$ cat src/rtl/param_rx_pkg.sv
// Shared types and constants for the parameter RX frame writer.
package param_rx_pkg;
    typedef enum logic [1:0] {
        ST_HUNT,
        ST_LEN,
        ST_PAYLOAD,
        ST_CSUM
    } rx_state_t;

    localparam logic [7:0] SYNC_BYTE_DEF = 8'hA5;
    localparam int         LEN_W         = 8;
    localparam int         RAM_AW        = 11;

    function automatic logic [7:0] sat_inc8(input logic [7:0] v);
        return (v == 8'hFF) ? v : v + 8'd1;
    endfunction
endpackage

$ cat src/rtl/param_rx_word_packer.sv
// Packs bytes LSB-first into 32-bit words; word_ready/word_dat are valid combinationally
// in the cycle the 4th byte of a word is presented, so the caller can register the write.
module param_rx_word_packer (
    input  logic        clk,
    input  logic        rst,
    input  logic        clr,
    input  logic        byte_vld,
    input  logic [7:0]  byte_dat,
    output logic [31:0] word_dat,
    output logic        word_ready
);
    logic [23:0] shreg;
    logic [1:0]  byte_cnt;

    always_ff @(posedge clk or posedge rst) begin
        if (rst) begin
            shreg    <= '0;
            byte_cnt <= '0;
        end else if (clr) begin
            byte_cnt <= '0;
        end else if (byte_vld) begin
            shreg    <= {byte_dat, shreg[23:8]};
            byte_cnt <= byte_cnt + 2'd1;
        end
    end

    assign word_dat   = {byte_dat, shreg};
    assign word_ready = byte_vld && (byte_cnt == 2'd3);
endmodule

$ cat src/rtl/param_rx_frame_writer.sv
// Framed byte-stream receiver writing 32-bit words to RX RAM s2; write one cycle after 4th byte,
// commit one cycle after CSUM; never backpressures. Ping-pong banking with PARAM_RX_PINGPONG_EN.
module param_rx_frame_writer
    import param_rx_pkg::*;
#(
    parameter int         TIMEOUT_CYC = 1000,
    parameter logic [7:0] SYNC_BYTE   = SYNC_BYTE_DEF
) (
    input  logic                clk_clk,
    input  logic                reset_reset,
    input  logic [7:0]          rx_data,
    input  logic                rx_valid,
    output logic                rx_ready,
    output logic [RAM_AW-1:0]   ram_s2_address,
    output logic                ram_s2_chipselect,
    output logic                ram_s2_clken,
    output logic                ram_s2_write,
    output logic [31:0]         ram_s2_writedata,
    output logic [3:0]          ram_s2_byteenable,
    output logic                loop_gpio,
    output logic [LEN_W-1:0]    frame_words,
    output logic                frame_bank,
    output logic [7:0]          err_count,
    output logic                busy
);
    localparam int TW = (TIMEOUT_CYC > 1) ? $clog2(TIMEOUT_CYC) : 1;

    rx_state_t        state, state_nxt;
    logic             run;
    logic [LEN_W-1:0] len;
    logic [LEN_W-1:0] word_idx;
    logic [7:0]       sum;
    logic [TW-1:0]    tmo_cnt;
    logic             wbank;
    logic             accept, timeout, commit, frame_err;
    logic             pk_vld, pk_ready;
    logic [31:0]      pk_word;

    assign rx_ready     = run;
    assign ram_s2_clken = run;
    assign accept       = rx_valid && rx_ready;
    assign busy         = (state != ST_HUNT);
    assign timeout      = busy && !accept && (tmo_cnt == TW'(TIMEOUT_CYC - 1));
    assign pk_vld       = accept && (state == ST_PAYLOAD);

    param_rx_word_packer u_packer (
        .clk        (clk_clk),
        .rst        (reset_reset),
        .clr        (state != ST_PAYLOAD),
        .byte_vld   (pk_vld),
        .byte_dat   (rx_data),
        .word_dat   (pk_word),
        .word_ready (pk_ready)
    );

    always_ff @(posedge clk_clk or posedge reset_reset) begin
        if (reset_reset) state <= ST_HUNT;
        else             state <= state_nxt;
    end

    always_comb begin
        state_nxt = state;
        commit    = 1'b0;
        frame_err = 1'b0;
        if (timeout) begin
            state_nxt = ST_HUNT;
            frame_err = 1'b1;
        end else begin
            case (state)
                ST_HUNT:    if (accept && rx_data == SYNC_BYTE) state_nxt = ST_LEN;
                ST_LEN: begin
                    if (accept) begin
                        if (rx_data == 8'h00) begin
                            state_nxt = ST_HUNT;
                            frame_err = 1'b1;
                        end else begin
                            state_nxt = ST_PAYLOAD;
                        end
                    end
                end
                ST_PAYLOAD: if (pk_ready && word_idx == len - 8'd1) state_nxt = ST_CSUM;
                ST_CSUM: begin
                    if (accept) begin
                        state_nxt = ST_HUNT;
                        if ((sum + rx_data) == 8'h00) commit    = 1'b1;
                        else                          frame_err = 1'b1;
                    end
                end
                default:    state_nxt = ST_HUNT;
            endcase
        end
    end

    always_ff @(posedge clk_clk or posedge reset_reset) begin
        if (reset_reset) begin
            run               <= 1'b0;
            len               <= '0;
            word_idx          <= '0;
            sum               <= '0;
            tmo_cnt           <= '0;
            ram_s2_address    <= '0;
            ram_s2_chipselect <= 1'b0;
            ram_s2_write      <= 1'b0;
            ram_s2_writedata  <= '0;
            ram_s2_byteenable <= 4'h0;
            loop_gpio         <= 1'b0;
            frame_words       <= '0;
            err_count         <= '0;
        end else begin
            run               <= 1'b1;
            ram_s2_write      <= pk_ready;
            ram_s2_chipselect <= pk_ready;
            ram_s2_byteenable <= {4{pk_ready}};
            // Inter-byte gap counter only matters while a frame is open
            if (!busy || accept) tmo_cnt <= '0;
            else                 tmo_cnt <= tmo_cnt + 1'b1;
            if (state == ST_LEN && accept) begin
                len      <= rx_data;
                word_idx <= '0;
                sum      <= rx_data;
            end
            if (pk_vld) sum <= sum + rx_data;
            if (pk_ready) begin
                ram_s2_address   <= {wbank, 2'b00, word_idx};
                ram_s2_writedata <= pk_word;
                word_idx         <= word_idx + 8'd1;
            end
            if (commit) begin
                frame_words <= len;
                loop_gpio   <= ~loop_gpio;
            end
            if (frame_err) err_count <= sat_inc8(err_count);
        end
    end

`ifdef PARAM_RX_PINGPONG_EN
    // Receive into the bank opposite the last committed frame
    always_ff @(posedge clk_clk or posedge reset_reset) begin
        if (reset_reset) begin
            wbank      <= 1'b0;
            frame_bank <= 1'b0;
        end else begin
            if (state == ST_HUNT && accept && rx_data == SYNC_BYTE) wbank <= ~frame_bank;
            if (commit) frame_bank <= wbank;
        end
    end
`else
    assign wbank      = 1'b0;
    assign frame_bank = 1'b0;
`endif
endmodule

$ cat config.mk
export PLATFORM = sky130hd
export DESIGN_NAME = param_rx_frame_writer
export DESIGN_NICKNAME = d
export VERILOG_FILES = /design/src/rtl/param_rx_pkg.sv /design/src/rtl/param_rx_word_packer.sv /design/src/rtl/param_rx_frame_writer.sv
export SDC_FILE = /design/constraint.sdc
export NUM_CORES = 1
export LEC_CHECK = 0
export CAP_MARGIN = 20
export CORE_MARGIN = 10
export CORE_UTILIZATION = 61
export CTS_BUF_LIST = sky130_fd_sc_hd__clkbuf_4
export CTS_CLUSTER_DIAMETER = 120
export DETAILED_ROUTE_END_ITERATION = 10
export GPL_TIMING_DRIVEN = 0
export PLACE_DENSITY = 0.88
export SLEW_MARGIN = 20
export SYNTH_ARGS = -nofsm -noshare
export SYNTH_HDL_FRONTEND = slang
export SYNTH_SLANG_ARGS = --single-unit
$ cat constraint.sdc
create_clock -name clk_clk -period 10.5 [get_ports clk_clk]
set_input_delay 1.575 -clock clk_clk [delete_from_list [all_inputs] [get_ports clk_clk]]
set_output_delay 1.575 -clock clk_clk [all_outputs]
set_load 0.1 [all_outputs]
Word level (Yosys, flattened, before mapping)
Index checks and enable logic that the tools add are counted.
{"block": "word_totals", "ff_bits": 122, "in_bits": 11}
{"block": "classes", "eq_ne": 13, "n_addsub": 6, "reduce_logical": 21, "mux": 24, "bitwise": 3}
{"op": "8-bit 2-to-1 mux", "n": 4}
{"op": "8-bit by 1-bit adder with 8-bit output (second input constant)", "n": 2}
{"op": "8-bit equality test (second input constant)", "n": 2}
{"op": "8-bit logical NOT", "n": 2}
{"op": "2-bit 2-to-1 mux", "n": 8}
{"op": "10-bit by 1-bit adder with 10-bit output (second input constant)", "n": 1}
{"op": "10-bit equality test (second input constant)", "n": 1}
{"op": "10-bit 2-to-1 mux", "n": 1}
{"op": "1-bit 2-to-1 mux", "n": 9}
{"op": "3-bit inequality test (second input constant)", "n": 3}
{"op": "8-bit adder", "n": 1}
{"op": "8-bit equality test", "n": 1}
{"op": "1-bit logical AND", "n": 8}
{"op": "2-bit case mux with 4 select lines", "n": 1}
{"op": "2-bit nonzero test", "n": 4}
{"op": "8-bit by 1-bit subtractor with 8-bit output (second input constant)", "n": 1}
{"op": "2-bit equality test (second input constant)", "n": 3}
{"op": "2-bit AND reduction", "n": 2}
{"op": "4-bit AND reduction", "n": 1}
{"op": "3-bit by 2-bit inequality test with 1-bit output (second input constant)", "n": 1}
{"op": "1-bit NOT", "n": 3}
{"op": "2-bit by 1-bit adder with 2-bit output (second input constant)", "n": 1}
{"op": "2-bit by 1-bit equality test with 1-bit output (second input constant)", "n": 1}
{"op": "1-bit logical NOT", "n": 2}
{"op": "other kinds (4)", "n": 4}

Longest topological paths before layout
{"block": "logic_depth", "word_depth": 7, "depth_mapped": 12}

Cells and area by module
Synthesis repeated with hierarchy kept, for this count alone.
{"block": "unflattened", "hier_cells": 487, "hier_area_um2": 5778.0}
{"module": "param_rx_frame_writer", "seq_area_each_um2": 2377.3, "cells_each": 418, "area_per_inst_um2": 4606.9, "n_inst": 1}
{"module": "param_rx_word_packer", "seq_area_each_um2": 650.6, "cells_each": 69, "area_per_inst_um2": 1171.1, "n_inst": 1}

Worst setup path before layout
Ideal clock, no wire load.
{"block": "synth_path", "kind": "input-to-reg", "startpoint": "input rx_data[0]", "endpoint": "register frame_words[2]", "path_slack_ps": 6205, "setup_ps": 125, "t_arrival_ps": 4170, "stages": 12, "path_cell_list": "ha_1 > inv_1 > fa_1 > nand2b_1 > a21oi_1 > o311ai_1 > or3_1 > or4_1 > buf_2 > or2_1 > buf_6 > mux2_4"}
{"block": "synth_between", "elab_chain_cells": 6}
{"item": "start: declaration", "line_no": "param_rx_frame_writer.sv:11", "text": "input logic [7:0] rx_data,"}
{"item": "8-bit adder", "line_no": "param_rx_frame_writer.sv:85", "text": "if ((sum + rx_data) == 8'h00) commit = 1'b1;"}
{"item": "8-bit logical NOT", "line_no": "param_rx_frame_writer.sv:85"}
{"item": "1-bit 2-to-1 mux", "line_no": "param_rx_frame_writer.sv:85"}
{"item": "1-bit 2-to-1 mux", "line_no": "param_rx_frame_writer.sv:83", "text": "if (accept) begin"}
{"item": "1-bit 2-to-1 mux", "line_no": "param_rx_frame_writer.sv:69", "text": "case (state)"}
{"item": "1-bit 2-to-1 mux", "line_no": "param_rx_frame_writer.sv:65", "text": "if (timeout) begin"}
{"item": "end signal: assignment", "line_no": "param_rx_frame_writer.sv:129", "text": "frame_words <= len;"}
{"item": "end: declaration", "line_no": "param_rx_frame_writer.sv:21", "text": "output logic [LEN_W-1:0] frame_words,"}
No other way between the ends.
A chain may end at the register's enable or synchronous reset.

Worst setup path in the final report
{"block": "layout_path", "startpoint": "input rx_data[0]", "endpoint": "register frame_words[3]"}
The elaborated chain is that of the path after synthesis.

==> flow_metrics.tcl <==
set metrics [dict create \
    crit_fanout 10 \
    min_period_ns 4.77 \
    routed-via-count 4505 \
    syn2layout_area_growth_pct 21.8 \
    grt_pass1_vias 4536 \
    status "complete, no violations" \
    wl_per_cell_microns 15.7 \
    drive_gt1_share_pct 7.38 \
    grt_pass1_wl_microns 21800 \
    cts.sinks 121 \
    postCtsSetupBuffers 0 \
    post-route-drc-count 0 \
    yosys_warnings 0 \
    die_h_microns 115 \
    crit_path_end_kind "flip-flop" \
    max_freq_mhz 210 \
    syn_area_per_cell_sq_um 9.24 \
    cts_resized 0 \
    setup_viol 0 \
    rsz0062_at_grt "no" \
    hold_path.class "reg2reg" \
    die_w_microns 115 \
    worst-setup-path-type "in2reg" \
    rr_worst_depth 12 \
    min_path_cells 2 \
    coreArea_sq_um 8720 \
    start_util_pct 62.9 \
    synth_seq_cells 121 \
    rrSetupSlack_ns 7.14 \
    reg2reg_from "sum[0]" \
    async_reset_ff_share_pct 100 \
    max_cap_viol_count 0 \
    tns_ns 0 \
    synthDistinctLibCells 48 \
    fin_crit_sh_pct 45.5 \
    post_synth_instance_area_sq_um 5490 \
    hpwlAfterDp_microns 9230 \
    antenna_found_initial 0 \
    top_level_ports 81 \
    drv_slew 0 \
    layout.nets 717 \
    fp.dieArea_sq_um 13200 \
    synth_cells 594 \
    skew_ns 0.0169 \
    cts_buffer_depth 2 \
    max_slew_margin_pct 32.4 \
    gp_congestion 0.889 \
    hold_path_end "ram_s2_writedata[4]" \
    tritoncts "built" \
    io_buffer_count 76 \
    finalHoldViolCount 0 \
    numCtsBuffers 17 \
    cts.clk_slew.worst_paths_ns 0.10 \
    grt-ovfl-total 0 \
    worst_pin_slew_ns 1.01 \
    ys.flop_type "dfrtp_1" \
    viasPerCell 5.54 \
    synth_edf_count 0 \
    critPathLaunchType "primary input" \
    cts_hold_buf 0 \
    power_mw 1.36 \
    ys_seq_area_share_pct 55.2 \
    drt_wl_total_microns 12800 \
    first_pass_iters 5 \
    rr_endpoint "frame_words[3]" \
    grt_usage_pct 20.2 \
    power_density_nw_per_um2 204 \
    hold_start "u_packer.shreg[4]" \
    grt_max_degree 79 \
    worstSkewPairLatency_ns 0.53 \
    dpl.cell_count 782 \
    drt_iter0_markers 344 \
    drtAntennaViolNets 0 \
    htreeDepth 4 \
    leakage_nw 3.29 \
    cts_root_buf "clkbuf_4" \
    rows 34 \
    fin_cells 813 \
    crit_arrival_ns 5.18 \
    diodes 0 \
    worst-endpoint-required_ns 10.91 \
    vdd_drop_max_v 0.000115 \
]
layout by cell type (no fill, tap or decap), drive strengths merged, types with 4 or more instances in the layout:
cell type,count
nand2,229
clkinv,8
a21oi,9
and3,7
clkdlybuf4s50,76
or3,4
xnor2,18
nand4,8
nor2,22
conb,5
o21ai,27
ha,12
nand3,28
mux2,8
clkbuf,37
buf,16
inv,11
dfrtp,121
xor2,13
critical path, cell delays in order:
cell and delay, ns:
clkdlybuf4s50_1 0.66, ha_1 0.24, inv_1 0.06, fa_1 0.40
nand2b_1 0.21, a21oi_1 0.16, o311ai_1 0.16, or3_1 0.40
or4_1 0.45, buf_2 0.19, or2_1 0.23, buf_6 0.15
mux2_4 0.30
area by class of cell:
cell class	instances	area (sq um)
fill	572	2040
clock inverter	11	106
multi-input combinational	432	2260
sequential	121	3030
tap	108	135
clock buffer	20	150
inverter	12	50.0
timing repair buffer	77	788
buffer	32	166
report_power, final:
group          switching (mW)  internal [mW]
logic                   0.274          0.150
clock network           0.164          0.144
registers              0.0808          0.549
sequential cells by signal, summed over array words and instances (netlist names):
| register | cells |
|---|---|
| err_count | 8 |
| frame_words | 8 |
| len | 8 |
| loop_gpio | 1 |
| ram_s2_address | 8 |
| ram_s2_byteenable | 1 |
| ram_s2_clken | 1 |
| ram_s2_writedata | 32 |
| state | 2 |
| sum | 8 |
| tmo_cnt | 10 |
| u_packer.byte_cnt | 2 |
| u_packer.shreg | 24 |
| word_idx | 8 |
synthesized netlist by cell type (3+ instances only):
| library cell | instances | area (sq um) |
|---|---|---|
| a21oi_1 | 9 | 45.0 |
| and2_1 | 3 | 18.8 |
| and3_1 | 7 | 43.8 |
| buf_1 | 3 | 11.3 |
| buf_4 | 10 | 75.1 |
| clkbuf_1 | 17 | 63.8 |
| dfrtp_1 | 121 | 3030 |
| ha_1 | 12 | 150 |
| inv_1 | 11 | 41.3 |
| mux2_4 | 6 | 90.1 |
| nand2_1 | 229 | 860 |
| nand2b_1 | 3 | 18.8 |
| nand3_1 | 28 | 140 |
| nand4_1 | 8 | 50.1 |
| nor2_1 | 22 | 82.6 |
| nor2b_1 | 3 | 18.8 |
| o211ai_1 | 3 | 22.5 |
| o21ai_0 | 27 | 135 |
| or3_1 | 4 | 25.0 |
| or4_1 | 3 | 22.5 |
| xnor2_1 | 18 | 158 |
| xor2_1 | 13 | 114 |
per-layer routing:
layer / global-route usage (%) / routed length [microns] / vias to the layer above
met5: 0 / 0 / -
li1: - / - / 2133
met4: 8.58 / 247 / 0
met3: 5.89 / 971 / 30
met1: 26.0 / 5490 / 2164
met2: 31.2 / 6070 / 178
metrics by stage:
step                hold WS (ns)  utilization [%]  setup slack, ns  area, sq um
floorplan                  0.439                -             5.71         5500
global placement           0.452             73.3             4.19         6400
detailed placement         0.457             73.7             5.25         6430
CTS                        0.481             76.7             5.78         6690
global route               0.508             76.7             5.63         6690
finish                     0.478             76.7             5.73         6690
cell families (layout without fill, tap and decap cells):
kind of cell	Yosys count	in the layout	share of synthesized area, %
AOI/OAI and AO/OA	51	51	5.61
xor gates and xnor gates	31	31	4.95
adders and majority gates	13	13	3.10
buffers and inverters	44	152	3.85
DFF	121	121	55.2
muxes	8	8	2.05
other	2	5	0.137
and+or+nand+nor	324	324	25.1
worst max path at each step:
stage                start                 to  cells after the start
3_3_place_gp   reset_reset  ram_s2_address[2]                      2
5_1_grt         rx_data[0]     frame_words[2]                     13
4_1_cts         rx_data[0]     frame_words[3]                     13
3_5_place_dp    rx_data[0]     frame_words[5]                     13
2_1_floorplan  reset_reset       err_count[0]                      1
6_report        rx_data[0]     frame_words[3]                     13
Power figures use the tool's default switching activity.
==> edit: new RTL, config.mk and constraints unchanged <==
Build with the macro `PARAM_RX_PINGPONG_EN` defined.
--- a/src/rtl/param_rx_frame_writer.sv
+++ b/src/rtl/param_rx_frame_writer.sv
@@ -2,2 +2,4 @@
 // commit one cycle after CSUM; never backpressures. Ping-pong banking with PARAM_RX_PINGPONG_EN.
+`define PARAM_RX_PINGPONG_EN
+
 module param_rx_frame_writer
Formal check against the unedited RTL: not equivalent (Yosys sat finds a counterexample within 10 cycles, from zero or initial values and one cycle with reset_reset high).
==> edit against the original RTL <==
Setup slack improved by 87 ps. Die area up 2.7%. Critical path depth is 1 lower. Final area grew 3.2%. Area after synthesis rose by 3.3%. Register-to-register slack better by 50 ps. Wire length is 1.8% higher. Sequential cell count rose by 3.
Power is not compared: it rests on default switching activity, and its combinational part moved more than twofold at a synthesized area within 25%.
==> edit: results (changes against the original RTL) <==
Pin count of the biggest net entering global routing: 64 (-19%)
Layout Skew: 16.1 ps (-0.778 ps)
Fill cells: 604 (+5.6%)
Worst-path fanout max: 8 (-2)
Met2 usage: 34.5% (+3.3 points)
Clock transition at the registers of the reported paths: 120 ps (+20 ps)
DRT iter0 DRCs: 309 (-10%)
Count of input and output buffers: 77 (+1.3%)
GRT Overall Usage: 20.3% (+0.13 points)
Final HPWL from detailed placement: 9.39 mm (+1.7%)
Vias in the first global route: 4715 (+3.9%)
Nets: 727 (+1.4%)
Synth area leaders: dfrtp_1 (55%), nand2_1 (15%), xnor2_1 (3.1%)
Routed len/inst: 15.7 um (about the same)
Worst slew margin: 32.8% (+0.42 points)
Share of post-route cells with drive strength above 1: 8.94% (+1.6 points)
DR vias: 4629 (+2.8%)
Seq/Total Area, Yosys: 54.7% (-0.45 points)
# diodes: 0 (unchanged)
Crit path DAT: 5120 ps (-60 ps)
Netlist cell types: 50 (+4.2%)
Status: completed
Global-route wire length before repair: 22.0 mm (+1.1%)
Commonest cells in the netlist: nand2_1 (228), dfrtp_1 (124), nor2_1 (26)
Slowest stage cell, crit path: or4_2
Placer Congestion: 0.931 (+4.7%)
Met1 Usage GRT: 24.2% (-1.8 points)
Routing usage on met3: 5.96% (+0.072 points)
Deepest clock path buffer count: 2 (unchanged)
[edit: changes by cell type in the layout (fill, tap and decap cells not counted), sizes merged, moves of 6 or more]
| cell | unedited run | this run |
|---|---|---|
| nand3 | 28 | 18 |
| mux2 | 8 | 17 |
| inv | 11 | 19 |
| a22oi | 0 | 6 |
| buf | 16 | 10 |
| clkinv | 8 | 2 |
[edit: metrics by stage]
step / instances / cell area [um^2] / power, uW / worst slack (ps) / hold slack (ps)
finish: 827 / 6900 / 950 / 5810 / 472
global route: 827 / 6900 / 992 / 5700 / 495
CTS: 827 / 6900 / 950 / 5850 / 474
detailed placement: 795 / 6620 / 623 / 5280 / 457
global placement: 794 / 6590 / 616 / 4100 / 442
floorplan: 606 / 5680 / 594 / 5630 / 425
[edit: area by class of cell]
class	instances	share of cell area (%)
buffer	33	2.34
clock buffer	17	1.85
clock inverter	15	2.20
inverter	10	0.617
multi-input combinational	439	34.4
sequential	124	45.0
tap	111	2.01
timing repair buffer	78	11.6
[edit: path summary, 6_finish.rpt]
check | startpoint | end | slack, ps | cells past startpoint
worst max-delay path | rx_data[0] | err_count[1] | 5810 | 12
worst min-delay path | tmo_cnt[0] | tmo_cnt[0] | 470 | 1
worst max register to register | sum[0] | err_count[1] | 7190 | 11
worst min register to register | tmo_cnt[0] | tmo_cnt[0] | 470 | 1
max in group asynchronous | reset_reset | sum[5] | 8330 | 3
min in group asynchronous | reset_reset | word_idx[6] | 1470 | 2
[edit: where the power goes]
part / switching, uW / internal [uW]
clock network: 209 / 125
registers: 12.8 / 493
logic: 67.1 / 42.3
[edit: cell families (layout without fill, tap and decap cells)]
family	count (synthesis)	after routing	synth area share, %
simple gates	316	316	23.5
other cells	2	3	0.132
buf+inv	43	153	3.51
compound gates	60	60	6.57
mux	18	18	4.15
flops	124	124	54.7
xor+xnor	29	29	4.48
fa+ha+maj	13	13	3.00
[edit: critical path: cells and delay by family]
kind / cells / cell delay [ps]
fa+ha+maj: 2 / 670
buf+inv: 3 / 930
compound gates: 2 / 560
mux: 1 / 320
simple gates: 4 / 1050
[edit: routing by layer]
metal | part of all wire, % | routed length (um) | vias to the layer above
li1 | - | - | 2190
met1 | 41 | 5310 | 2262
met2 | 50 | 6540 | 157
met3 | 7.5 | 978 | 20
met4 | 1.4 | 182 | 0
met5 | 0 | 0 | -
